--- src/rtl/psram_pkg.sv ---
// Shared types and defaults for the QSPI PSRAM arbiter and its command sequencer.
package psram_pkg;

   localparam int PSRAM_ADDR_W     = 23;
   localparam int PSRAM_LEN_W      = 6;
   localparam int PSRAM_LCD_BURST  = 16;
   localparam int PSRAM_CE_GAP     = 4;
   localparam int PSRAM_STARVE_MAX = 8;

   typedef enum logic [2:0] {
      WAIT_INIT,
      IDLE,
      ISSUE,
      BUSY,
      GAP
   } arb_state_t;

   typedef enum logic {
      OWN_LCD,
      OWN_MCU
   } owner_t;

endpackage

--- src/rtl/psram_arb_pick.sv ---
// Combinational winner selection for the PSRAM engine: starvation, then urgency,
// then round-robin on a tie, then the lone requester.
module psram_arb_pick
   import psram_pkg::*;
(
   input  logic   lcd_req,
   input  logic   lcd_urgent,
   input  logic   mcu_req,
   input  logic   starved,
   input  owner_t last_owner,
   output logic   valid,
   output owner_t winner,
   output logic   urgent_win
);

   always_comb begin
      valid      = 1'b1;
      winner     = OWN_LCD;
      urgent_win = 1'b0;
      if (mcu_req && starved) begin
         winner = OWN_MCU;
      end else if (lcd_req && lcd_urgent) begin
         winner     = OWN_LCD;
         urgent_win = 1'b1;
      end else if (lcd_req && mcu_req) begin
         winner = (last_owner == OWN_LCD) ? OWN_MCU : OWN_LCD;
      end else if (lcd_req) begin
         winner = OWN_LCD;
      end else if (mcu_req) begin
         winner = OWN_MCU;
      end else begin
         valid = 1'b0;
      end
   end

endmodule

--- src/rtl/psram_arbiter.sv ---
// Shares the QSPI PSRAM command engine between the LCD refresh reader and the MCU.
// Optional grant statistics outputs are enabled with PSRAM_ARB_STATS_EN.
//
// state     | meaning
// WAIT_INIT | PSRAM init sequence running, requests ignored
// IDLE      | pick a winner each cycle, latch command and grant
// ISSUE     | grant held, eng_start launched on the exit edge
// BUSY      | command running, grant and eng_* frozen until eng_done
// GAP       | CE-high recovery, CE_GAP cycles with no grant
module psram_arbiter
   import psram_pkg::*;
#(
   parameter int ADDR_W     = PSRAM_ADDR_W,
   parameter int LEN_W      = PSRAM_LEN_W,
   parameter int LCD_BURST  = PSRAM_LCD_BURST,
   parameter int STARVE_MAX = PSRAM_STARVE_MAX,
   parameter int CE_GAP     = PSRAM_CE_GAP
)(
   input  logic              psram_sclk,
   input  logic              reset,
   input  logic              init_done,
   input  logic              lcd_req,
   input  logic              lcd_urgent,
   input  logic [ADDR_W-1:0] lcd_addr,
   output logic              lcd_gnt,
   input  logic              mcu_req,
   input  logic              mcu_we,
   input  logic [LEN_W-1:0]  mcu_len,
   input  logic [ADDR_W-1:0] mcu_addr,
   output logic              mcu_gnt,
   output logic              eng_start,
   output logic              eng_we,
   output logic [ADDR_W-1:0] eng_addr,
   output logic [LEN_W-1:0]  eng_len,
   input  logic              eng_done
`ifdef PSRAM_ARB_STATS_EN
   ,
   output logic [15:0]       lcd_grant_cnt,
   output logic [15:0]       mcu_grant_cnt,
   output logic [15:0]       urgent_cnt
`endif
);

   localparam int STARVE_W = $clog2(STARVE_MAX + 1);
   // CE_GAP must be at least 1; the counter is loaded with CE_GAP-1 and runs to zero
   localparam int GAP_W    = $clog2(CE_GAP + 1);
   localparam logic [LEN_W-1:0]    LCD_LEN    = LEN_W'(LCD_BURST);
   localparam logic [STARVE_W-1:0] STARVE_TOP = STARVE_W'(STARVE_MAX);
   localparam logic [GAP_W-1:0]    GAP_LOAD   = GAP_W'(CE_GAP - 1);

   arb_state_t          state_q, state_d;
   owner_t              last_owner_q, last_owner_d;
   logic [STARVE_W-1:0] starve_q, starve_d;
   logic [GAP_W-1:0]    gap_q, gap_d;
   logic                lcd_gnt_d, mcu_gnt_d, start_d, we_d;
   logic [ADDR_W-1:0]   addr_d;
   logic [LEN_W-1:0]    len_d;
   logic                grant_lcd, grant_mcu, grant_urgent;

   logic   starved;
   logic   pick_valid;
   owner_t pick_owner;
   logic   pick_urgent;

   assign starved = (starve_q == STARVE_TOP);

   psram_arb_pick u_pick (
      .lcd_req    (lcd_req),
      .lcd_urgent (lcd_urgent),
      .mcu_req    (mcu_req),
      .starved    (starved),
      .last_owner (last_owner_q),
      .valid      (pick_valid),
      .winner     (pick_owner),
      .urgent_win (pick_urgent)
   );

   always_ff @(posedge psram_sclk or posedge reset) begin
      if (reset) begin
         state_q      <= WAIT_INIT;
         last_owner_q <= OWN_MCU;
         starve_q     <= '0;
         gap_q        <= '0;
         lcd_gnt      <= 1'b0;
         mcu_gnt      <= 1'b0;
         eng_start    <= 1'b0;
         eng_we       <= 1'b0;
         eng_addr     <= '0;
         eng_len      <= '0;
      end else begin
         state_q      <= state_d;
         last_owner_q <= last_owner_d;
         starve_q     <= starve_d;
         gap_q        <= gap_d;
         lcd_gnt      <= lcd_gnt_d;
         mcu_gnt      <= mcu_gnt_d;
         eng_start    <= start_d;
         eng_we       <= we_d;
         eng_addr     <= addr_d;
         eng_len      <= len_d;
      end
   end

   always_comb begin
      state_d      = state_q;
      last_owner_d = last_owner_q;
      starve_d     = starve_q;
      gap_d        = gap_q;
      lcd_gnt_d    = lcd_gnt;
      mcu_gnt_d    = mcu_gnt;
      start_d      = 1'b0;
      we_d         = eng_we;
      addr_d       = eng_addr;
      len_d        = eng_len;
      grant_lcd    = 1'b0;
      grant_mcu    = 1'b0;
      grant_urgent = 1'b0;
      case (state_q)
         WAIT_INIT: begin
            if (init_done) state_d = IDLE;
         end
         IDLE: begin
            if (!mcu_req) starve_d = '0;
            if (pick_valid) begin
               state_d = ISSUE;
               if (pick_owner == OWN_LCD) begin
                  lcd_gnt_d    = 1'b1;
                  we_d         = 1'b0;
                  addr_d       = lcd_addr;
                  len_d        = LCD_LEN;
                  grant_lcd    = 1'b1;
                  grant_urgent = pick_urgent;
                  if (mcu_req && !starved) starve_d = starve_q + 1'b1;
               end else begin
                  mcu_gnt_d = 1'b1;
                  we_d      = mcu_we;
                  addr_d    = mcu_addr;
                  len_d     = (mcu_len == '0) ? LEN_W'(1) : mcu_len;
                  starve_d  = '0;
                  grant_mcu = 1'b1;
               end
            end
         end
         ISSUE: begin
            start_d = 1'b1;
            state_d = BUSY;
         end
         BUSY: begin
            if (eng_done) begin
               state_d      = GAP;
               gap_d        = GAP_LOAD;
               last_owner_d = mcu_gnt ? OWN_MCU : OWN_LCD;
               lcd_gnt_d    = 1'b0;
               mcu_gnt_d    = 1'b0;
            end
         end
         GAP: begin
            if (gap_q == '0) state_d = IDLE;
            else             gap_d   = gap_q - 1'b1;
         end
         default: state_d = WAIT_INIT;
      endcase
   end

`ifdef PSRAM_ARB_STATS_EN
   always_ff @(posedge psram_sclk or posedge reset) begin
      if (reset) begin
         lcd_grant_cnt <= '0;
         mcu_grant_cnt <= '0;
         urgent_cnt    <= '0;
      end else begin
         if (grant_lcd)    lcd_grant_cnt <= lcd_grant_cnt + 16'd1;
         if (grant_mcu)    mcu_grant_cnt <= mcu_grant_cnt + 16'd1;
         if (grant_urgent) urgent_cnt    <= urgent_cnt + 16'd1;
      end
   end
`else
   logic unused_grant_flags;
   assign unused_grant_flags = grant_lcd ^ grant_mcu ^ grant_urgent;
`endif

endmodule

--- config.mk ---
export PLATFORM = sky130hd
export DESIGN_NAME = psram_arbiter
export DESIGN_NICKNAME = d
export VERILOG_FILES = /design/src/rtl/psram_pkg.sv /design/src/rtl/psram_arb_pick.sv /design/src/rtl/psram_arbiter.sv
export SDC_FILE = /design/constraint.sdc
export NUM_CORES = 1
export LEC_CHECK = 0
export ABC_CLOCK_PERIOD_IN_PS = 3600
export CAP_MARGIN = 10
export CORE_MARGIN = 1
export CORE_UTILIZATION = 35
export DETAILED_ROUTE_END_ITERATION = 12
export GPL_ROUTABILITY_DRIVEN = 1
export HOLD_SLACK_MARGIN = 0.06
export PLACE_DENSITY = 0.68
export REMOVE_ABC_BUFFERS = 1
export SLEW_MARGIN = 20
export SYNTH_ARGS = -nofsm -noshare
export SYNTH_HDL_FRONTEND = slang
export SYNTH_SLANG_ARGS = --single-unit
--- constraint.sdc ---
create_clock -name psram_sclk -period 3.6 [get_ports psram_sclk]
set_input_delay 0.54 -clock psram_sclk [delete_from_list [all_inputs] [get_ports psram_sclk]]
set_output_delay 0.54 -clock psram_sclk [all_outputs]
set_load 0.02 [all_outputs]
# == Yosys cells after proc, flatten, opt, wreduce, memory -nomap -nowiden ==
# Index checks and enable logic that the tools add are counted.
# op_classes
addsub,2
n_eq_ne,12
muxes,35
n_reduce_logical,16
# ops
op,count
$mux 23,1
$mux 1,18
$mux 3,6
$mux 4,4
$pmux 3 s5,1
$ne 2x2->1 const B,7
$mux 6,2
$reduce_and 4->1,3
$eq 3x2->1 const B,2
$logic_not 3->1,2
$logic_not 6->1,1
$pmux 3 s2,1
$add 4x1->4 const B,1
$eq 4x4->1 const B,1
$logic_and 1x1->1,4
$pmux 1 s2,2
$reduce_and 2->1,2
$reduce_bool 2->1,2
$eq 3x1->1 const B,1
$eq 3x3->1 const B,1
$reduce_and 3->1,1
$sub 3x1->3 const B,1
$logic_not 1->1,1
# word_totals
register_bits,44
inputBits,60
output_inout_bits,33
elab_cells,75

# == Depth between registers and ports, before layout ==
# Gate-level depths: netlist (run 1).
# logic_depth
word_depth,8
mapped_depth,8

# == By module ==
# Synthesis (run 1) repeated with hierarchy kept, for this count alone.
# hier_totals
cells_unflattened,216
hier_area_um2,2179.6
# modules_own_cells
module,instances,cells_per_inst,area_per_inst_um2,seq_area_each_um2
psram_arbiter,1,210,2148.3,1102.3
psram_arb_pick,1,6,31.3,0.0

# == Worst setup path before layout (run 1) ==
# No wires, ideal clock.
# synth_path
path_kind,register to register
startpoint,register starve_q[0]
endpoint,register eng_addr[16]
arrival_time_ns,1.631
required_time_ns,3.478
path_slack_ns,1.847
stages_incl_launch_ff,9
period_less_slack_ns,1.753
cell_sequence,dfrtp_1 -> inv_1 -> ha_1 -> and3b_1 -> o21ai_2 -> buf_2 -> buf_4 -> mux2i_1 -> a21oi_2
# synth_via
elab_chain_len,4
word_cells_on_any_way,6
classes_between,eq/ne: 1; mux: 3; reduce/logical: 2
# synth_lines
item,line_no,rtl
start: declaration,psram_arbiter.sv:53,"logic [STARVE_W-1:0] starve_q, starve_d;"
start signal: assignment,psram_arbiter.sv:93,starve_q <= starve_d;
$eq 4x4->1 *,psram_arbiter.sv:65,assign starved = (starve_q == STARVE_TOP);
$logic_and 1x1->1 *,psram_arb_pick.sv:20,if (mcu_req && starved) begin
$mux 1,psram_arb_pick.sv:20,
$mux 23 or $reduce_and 2->1 (tied branches),n/a,
end signal: assignment,psram_arbiter.sv:99,eng_addr <= addr_d;
end: declaration,psram_arbiter.sv:33,"output logic [ADDR_W-1:0] eng_addr,"
# Every way passes the cells marked *; elsewhere a longest branch is shown, timed or not.
# A chain may end at the register's enable or synchronous reset.

# == Final worst setup path (run 1) ==
# layout_path
startpoint,input port lcd_req
endpoint,register eng_addr[18]
# layout_via
elab_chain_len,5
word_cells_on_any_way,12
classes_between,mux: 9; reduce/logical: 3
# layout_lines
item,line_no,rtl
start: declaration,psram_arbiter.sv:22,"input logic lcd_req,"
$mux 1 or $logic_and 1x1->1 (tied branches),"psram_arb_pick.sv:27, psram_arb_pick.sv:25",
$mux 1,psram_arb_pick.sv:25,end else if (lcd_req && mcu_req) begin
$mux 1,psram_arb_pick.sv:22,end else if (lcd_req && lcd_urgent) begin
$mux 1,psram_arb_pick.sv:20,
$mux 23 or $reduce_and 2->1 (tied branches),n/a,
# Several ways; a longest one is shown, not always the timed one.

==> results of run 1 <==
[worst paths after layout]
check | from | end | slack [ps] | depth (start not counted)
worst min register to register | last_owner_q | last_owner_q | 470 | 2
worst min-delay path | last_owner_q | last_owner_q | 470 | 2
min in group asynchronous | reset | eng_addr[17] | 780 | 2
max in group asynchronous | reset | lcd_gnt | 2250 | 2
worst max register to register | starve_q[0] | eng_addr[18] | 1350 | 7
worst max-delay path | lcd_req | eng_addr[18] | 1300 | 6
[worst max-delay path, stage by stage]
cell and delay, ps:
sky130_fd_sc_hd__clkdlybuf4s50_1 510, sky130_fd_sc_hd__o21ai_0 130, sky130_fd_sc_hd__o21ai_2 660, sky130_fd_sc_hd__buf_4 300, sky130_fd_sc_hd__mux2i_1 240, sky130_fd_sc_hd__a21oi_2 70
[synthesized netlist by cell type, drive strengths merged]
library cell   n  area, um2
dfrtp         43       1080
nand2         20       85.1
nor2          17       87.6
a221o         16        160
and3          16        100
o21ai         13       83.8
buf           11        115
a21oi         10       76.3
mux2i          8       80.1
inv            6       22.5
ha             4       50.1
a22o           3       26.3
nor3b          3       33.8
or3b           3       26.3
clkbuf         2       7.51
nand3          2       10.0
a221oi         1       8.76
a41oi          1       8.76
and3b          1       8.76
dfstp          1       26.3
nand3b         1       7.51
nand4b         1       8.76
nor2b          1       6.26
nor3           1       5.00
nor4           1       6.26
o21a           1       7.51
o21bai         1       7.51
o22ai          1       6.26
o2bb2ai        1       8.76
or4            1       7.51
[power by group]
part           internal [W]  switching (W)
clock              0.000205       0.000173
combinational      0.000651       0.000661
sequential         0.000725       0.000166
total               0.00158        0.00100
[metal layers]
layer | vias to the layer above | part of all wire | GRT usage
met1 | 830 | 0.43 | 0.201
li1 | 869 | - | -
met3 | 6 | 0.096 | 0.0625
met4 | 0 | 0.0087 | 0.0429
met5 | - | 0 | 0
met2 | 69 | 0.46 | 0.275
[registers in the layout (all words and copies together) (netlist names), 3 cells and up]
| register | flops |
|---|---|
| eng_addr | 23 |
| eng_len | 6 |
| starve_q | 4 |
| gap_q | 3 |
| state_q | 3 |
[cells by family (layout without fill, tap and decap cells)]
logic type | Yosys count | after routing
flip-flops | 44 | 44
adder cells (fa/ha/maj) | 4 | 4
buffers and inverters | 19 | 108
AO/OA/AOI/OAI | 48 | 48
AND/OR/NAND/NOR | 68 | 68
multiplexers | 8 | 8
[per-stage QoR]
stage,setup WS (ps),std cells,power [W],util
5_1_grt,1100,355,0.00275,0.535
6_report,1300,355,0.00258,0.535
4_1_cts,1270,355,0.00261,0.535
3_3_place_gp,1010,347,0.00220,0.516
3_5_place_dp,960,347,0.00223,0.516
2_1_floorplan,1400,178,0.00164,-
[final cells by class]
cell class	count	area [um2]
fillers	570	2770
flip-flops and latches	44	1100
clock inverters	3	42.5
multi-input cells	128	921
well taps	75	93.8
repair buffers	94	936
clock buffers	5	68.8
inverters	6	22.5
==> results.md, run 1 <==
- The region available for standard cell placement spans 5960 um2.
- The area fraction in and, or, nand and nor cells after synthesis is 0.182.
- Hold timing on the final database bottoms out at a slack of 473 ps.
- The total of flip-flops plus latches after synthesis is 44.
- The first global-routing pass estimated 8090 um of wire.
- The clock tree synthesis step divided the H-tree into 2 levels.
- The most common cell after layout, fill and taps aside is sky130_fd_sc_hd__clkdlybuf4s50_1.
- The worst setup path is of the in -> reg kind.
- The maximum vdd ir drop is 0.391 mV.
- The remaining antenna violation count after routing is 0.
- The count of final max-slew check failures came to 0.
- The library cells used most frequently in the layout, excluding fill and tap cells, are sky130_fd_sc_hd__clkdlybuf4s50_1, sky130_fd_sc_hd__dfrtp_1, sky130_fd_sc_hd__nand2_1, sky130_fd_sc_hd__and3_1, sky130_fd_sc_hd__a221o_1.
- No sink is reached through more buffers than the 2 on the longest clock path.
- The classification of the worst-slack hold path is reg -> reg.
- The highest clock frequency the design can meet is 435 MHz.
- The worst setup path is launched from an input pin.
- The number of global-route vias before repair came to 1701.
- The die footprint is 6500 um2.
- In this run the cell area measured after placement is 3080 um2.
- The remaining global-route overflow is 0.
- The total routing resource utilization after global routing is 0.166.
- The number of design-rule violations left by the first detailed-router iteration is 79.
- For this run, design rule violations remaining after detail routing come to 0.
- The initial utilization of the core area, before any placement, comes to 0.363.
- After synthesis the cells add up to 2160 um2.
- During synthesis, Yosys emitted a total of 0 warnings.
- In the final routed layout, each cell accounts on average for 14.5 um.
- TritonCTS created 5 clock buffers.
- In the finished design, the share of the clock period the worst path needs comes to 0.638.
- The post-CTS repair timing setup buffer count is 0.
- Power spread over the standard cell area amounts to 810 nW/um2.
- For this run, the register share of the synthesized area comes to 0.509.
- The final worst clock skew is 5.54 ps.
- The detailed-placement wirelength estimate is 3680 um.
- Entering global routing, the biggest net connects 45 pins.
- The capturing element type of the critical path is a register.
- Post-CTS repair changed the size of 0 cells.
- The synthesized-area fraction occupied by ao, oa, aoi and oai cells came to 0.182.
- The data arrival at the endpoint of the critical path is 2470 ps.
- The count of endpoints failing hold in the final timing report is 0.
- The shortest period the worst path allows is 2300 ps.
- For this block, the routed nets add up to 5170 um of wire.
- The TritonCTS clock tree is yes.
- Counting distinct cell types in the post-synthesis netlist gives 42.
- The cell count after synthesis is 191.
- The via count is 1774.
- Clock tree synthesis selected as its root buffer the cell sky130_fd_sc_hd__clkbuf_8.
- The final estimated routing congestion in global placement is 0.737.
- The number of antenna diodes is 0.
- The clock reaches the later pin of the worst-skew pair after 300 ps.
- The required time of the critical path is 3770 ps.
- Setup violations remaining at the end of the flow were counted as 0.
- In this run the horizontal extent of the chip is 80.6 um.
- The mean area per synthesized cell is 11.3 um2.
- The hold buffer count at CTS is 0.
- In this run the vertical extent of the chip is 80.6 um.
- The via density per instance is 5.00.
- The floorplan has 28 rows.
- The max-cap violation count is 0.
- Setup total negative slack on the finished layout was measured at 0 ps.
- For this design the top-level I/O count stands at 93.
- Setup repair after global routing left no endpoint under its margin.
- The area growth from synthesis to layout is 47.2%.
- The headroom to the max-slew limit is 0.362.
- The main combinational cell family by area after synthesis is compound AO/OA/AOI/OAI gates.
- The post-synthesis share of cell area spent on full adders, half adders and majority gates is 0.0231.
- The static leakage is 1.40 nW.
- The slew at the pin with the worst max-slew slack is 957 ps.
- The number of buffers inserted by port buffering is 92.
- The final design area excluding fillers is 3190 um2.
- The share of final-layout standard cells stronger than drive strength 1 is 0.121.
- The number of clock sinks is 44.
- After clock tree synthesis, the clock-pin slew on the worst setup and hold paths is 90 ps.
- The final layout contains 343 nets.
- The post-synthesis xor/xnor area fraction is 0.
- The initial antenna violation count came to 0.
- The maximum fanout encountered on the critical timing path is 20.
- The number of detailed-route iterations in the first pass is 4.
- The flow ran to the end, and the final reports show no timing, DRC or antenna violations.
- The portion of synthesized area spent on multiplexers is 0.0370.
Power figures use the tool's default switching activity.
==> inputs of run 2 (changes only) <==
- ABC_CLOCK_PERIOD_IN_PS: 3600 -> 1900
- PLACE_DENSITY: 0.68 -> 0.71
- clock period: 3.6 -> 1.9 ns (I/O delays scaled with it)
==> run 2 against run 1 <==
Against the previous run:
- critical path depth stayed put
- flip-flop and latch count did not move
- cell count grew 2.3%
- non-clock buffer count grew 8
- die area is the same
- clock skew is 0.87 ps lower
- count of clock-buffer cells in the layout rose by 1
- largest power group unchanged
- combinational power is 110% higher
- utilization up 1.9 points
- total power grew 96%
- via count rose by 3.3%
==> results.md, run 2 (same netlist as run 1, synthesis figures left out) <==
- The final worst setup slack is 118 ps (-1180 ps).
- The library cells used most frequently in the layout, excluding fill and tap cells, are sky130_fd_sc_hd__clkdlybuf4s50_1, sky130_fd_sc_hd__dfrtp_1, sky130_fd_sc_hd__nand2_1, sky130_fd_sc_hd__and3_1, sky130_fd_sc_hd__a221o_1.
- The top register by number of flip-flops is eng_addr.
- The chip height is 80.6 um (unchanged).
- The number of standard-cell rows in the floorplan is 28 (unchanged).
- The number of antenna diodes is 0 (unchanged).
- The initial antenna violation count is 0 (unchanged).
- The number of buffers inserted by port buffering is 92 (unchanged).
- The max-cap violation count is 0 (unchanged).
- The post-route total power was 0.00506 W (+96%).
- The clock period could shrink to 1780 ps.
- The number of detailed-route iterations in the first pass is 6 (+2).
- The effective utilization at floorplan is 0.363 (unchanged).
- The count of endpoints failing hold in the final timing report was 0 (unchanged).
- The width of the chip is 80.6 um (unchanged).
- The number of nets in the layout came to 351 (+2.3%).
- The flow ran to the end, and the final reports show no timing, DRC or antenna violations.
- The number of design-rule violations left by the first detailed-router iteration was 66 (-16%).
- The number of clock sinks is 44 (unchanged).
- The via density per instance came to 5.05 (+0.99%).
- The post-route non-filler standard cell count came to 363 (+2.3%).
- The hold slack is 321 ps (-151 ps).
- The combined flip-flop and latch cell area is 1100 um2 (unchanged).
- Walking the worst path, the cells encountered are inv_1 > ha_1 > and3b_1 > or3b_2 > o21ai_0 > o2bb2ai_1.
- The top cell family by delay on the critical path is simple AND/OR/NAND/NOR gates.
- The cell sitting at the root of the clock tree is a sky130_fd_sc_hd__clkbuf_8.
- The core box area is 5960 um2 (unchanged).
- The maximum fanout encountered on the critical timing path is 5 (-75%).
- Of the available clock period, the critical path in the final layout requires 0.938.
- The maximum vdd ir drop is 0.739 mV (+89%).
- The largest stage delay on the critical path is 530 ps (-130 ps).
- The flip-flop count of the largest register, all copies and words added came to 23 (unchanged).
- The die footprint is 6500 um2 (unchanged).
- The register clock-pin slew on the reported worst setup and hold paths is 80 ps (about the same).
- The wire length of the first global-routing pass was 8310 um (+2.8%).
- The remaining routing DRC violations came to 0 (unchanged).
- Setup repair after global routing left no endpoint under its margin.
- The total routing resource utilization after global routing is 0.172 (+0.00630).
- The total routed wirelength was 5310 um (+2.8%).
- The fill cell total of the finished layout is 544 (-4.6%).
- The total of endpoints with negative setup slack in the final report is 0 (unchanged).
- Leaving out fill and tap cells, the most frequent cell in the layout is sky130_fd_sc_hd__clkdlybuf4s50_1.
- The highest clock frequency the design can meet is 561 MHz.
- The remaining antenna violation count after routing was 0 (unchanged).
- The required time of the critical path came to 2120 ps (-1650 ps).
- The largest registers in the layout are eng_addr x23, eng_len x6, starve_q x4.
- The TritonCTS clock tree is yes.
- The count of buffering cells on the critical path with inverters included is 1 (-1).
- STA classifies the critical path startpoint as a register.
- The cell count after placement is 355 (+2.3%).
- The hold buffer count at CTS is 0 (unchanged).
- The detailed-placement wirelength estimate came to 3840 um (+4.3%).
- STA classifies the critical path endpoint as a register.
- The critical path is of the reg -> reg type.
- The final worst clock skew is 4.67 ps (-0.869 ps).
- The static leakage was 1.46 nW (+4.3%).
- The count of final max-slew check failures came to 0 (unchanged).
- The detailed-route wire length per cell is 14.6 um (+0.54%).
- The final design area excluding fillers came to 3300 um2 (+3.6%).
- The count of cells resized by post-cts repair is 0 (unchanged).
- The clock latency of the later-clocked register in the worst-skew pair came to 290 ps (about the same).
- The post-detailed-placement cell area was 3190 um2 (+3.6%).
- The data arrival at the endpoint of the critical path is 2000 ps (-470 ps).
- The top-level I/O count was 93 (unchanged).
- The area growth from synthesis to layout is 52.5%.
- The number of global-route vias before repair came to 1737 (+2.1%).
- The worst setup timing slack at the placement stage is 11.6 ps (-949 ps).
- The H-tree depth is 2 (unchanged).
- The share of final-layout standard cells stronger than drive strength 1 is 0.142 (+0.0209).
- The maximum buffer depth of the clock tree is 2 (unchanged).
- The remaining global-route overflow came to 0 (unchanged).
- The final estimated routing congestion in global placement was 0.756 (+2.6%).
- The worst hold path belongs to the class in -> async.
- The ratio of total power to cell area came to 1530 nW/um2 (+89%).
- The headroom to the max-slew limit is 0.681 (+0.319).
- The post-CTS repair timing setup buffer count is 0 (unchanged).
- The combined area of the multi-input logic cells is 928 um2 (+0.82%).
- The slew at the pin with the worst max-slew slack came to 477 ps (-480 ps).
- The total clock buffers created by CTS is 5 (unchanged).
- For this design, the slowest cell found on the critical path is sky130_fd_sc_hd__or3b_2.
- The via count is 1832 (+3.3%).
- The pin count of the biggest net entering global routing is 25 (-44%).
## run 2: cell count changes in the layout (fill, tap and decap cells not counted)
cell and delta:
sky130_fd_sc_hd__o21ai_2 -1, sky130_fd_sc_hd__o21ai_4 +1, sky130_fd_sc_hd__buf_12 +4, sky130_fd_sc_hd__clkbuf_1 +1, sky130_fd_sc_hd__clkinvlp_4 -1, sky130_fd_sc_hd__buf_4 +4
## run 2: metrics by stage
| stage | TNS [ps] | util |
|---|---|---|
| after floorplan | -6460 | - |
| after global placement | 0 | 0.535 |
| after detailed placement | 0 | 0.535 |
| after CTS | 0 | 0.553 |
| after global routing | 0 | 0.554 |
| final | 0 | 0.554 |
## run 2: cell type report
| class | count | share of cell area |
|---|---|---|
| timing repair buffer | 102 | 0.317 |
| tap | 75 | 0.0284 |
| clock inverter | 2 | 0.0106 |
| clock buffer | 6 | 0.0220 |
| inverter | 6 | 0.00682 |
| multi-input combinational | 128 | 0.281 |
| sequential | 44 | 0.334 |
## run 2: metal layers
| metal | vias to the layer above | part of all wire | GRT usage |
|---|---|---|---|
| met5 | - | 0 | 0 |
| met2 | 66 | 0.48 | 0.275 |
| li1 | 881 | - | - |
| met1 | 881 | 0.44 | 0.223 |
| met4 | 0 | 0.0096 | 0.0500 |
| met3 | 4 | 0.074 | 0.0523 |
## run 2: worst paths after layout
check / start / end / slack (ps) / cells past startpoint
worst min-delay path: reset / eng_addr[17] / 320 / 2
min in group psram_sclk: gap_q[0] / gap_q[0] / 470 / 1
worst max-delay path: starve_q[0] / starve_q[2] / 120 / 6
worst max register to register: starve_q[0] / starve_q[2] / 120 / 6
max in group asynchronous: reset / eng_addr[11] / 1110 / 3
worst min register to register: gap_q[0] / gap_q[0] / 470 / 1
## run 2: worst register-to-register path, stage by stage, from the launching register on
cell and delay [ps]:
sky130_fd_sc_hd__dfrtp_1 410, sky130_fd_sc_hd__inv_1 80, sky130_fd_sc_hd__ha_1 190, sky130_fd_sc_hd__and3b_1 200
sky130_fd_sc_hd__or3b_2 530, sky130_fd_sc_hd__o21ai_0 170, sky130_fd_sc_hd__o2bb2ai_1 120
## run 2: power by group
group          leakage, nW  total [W]  switching [W]  internal, W
Sequential           0.535    0.00162       0.000242      0.00137
Clock               0.0552   0.000703       0.000313     0.000390
Combinational        0.873    0.00274        0.00138      0.00137
Total                 1.46    0.00506        0.00193      0.00313
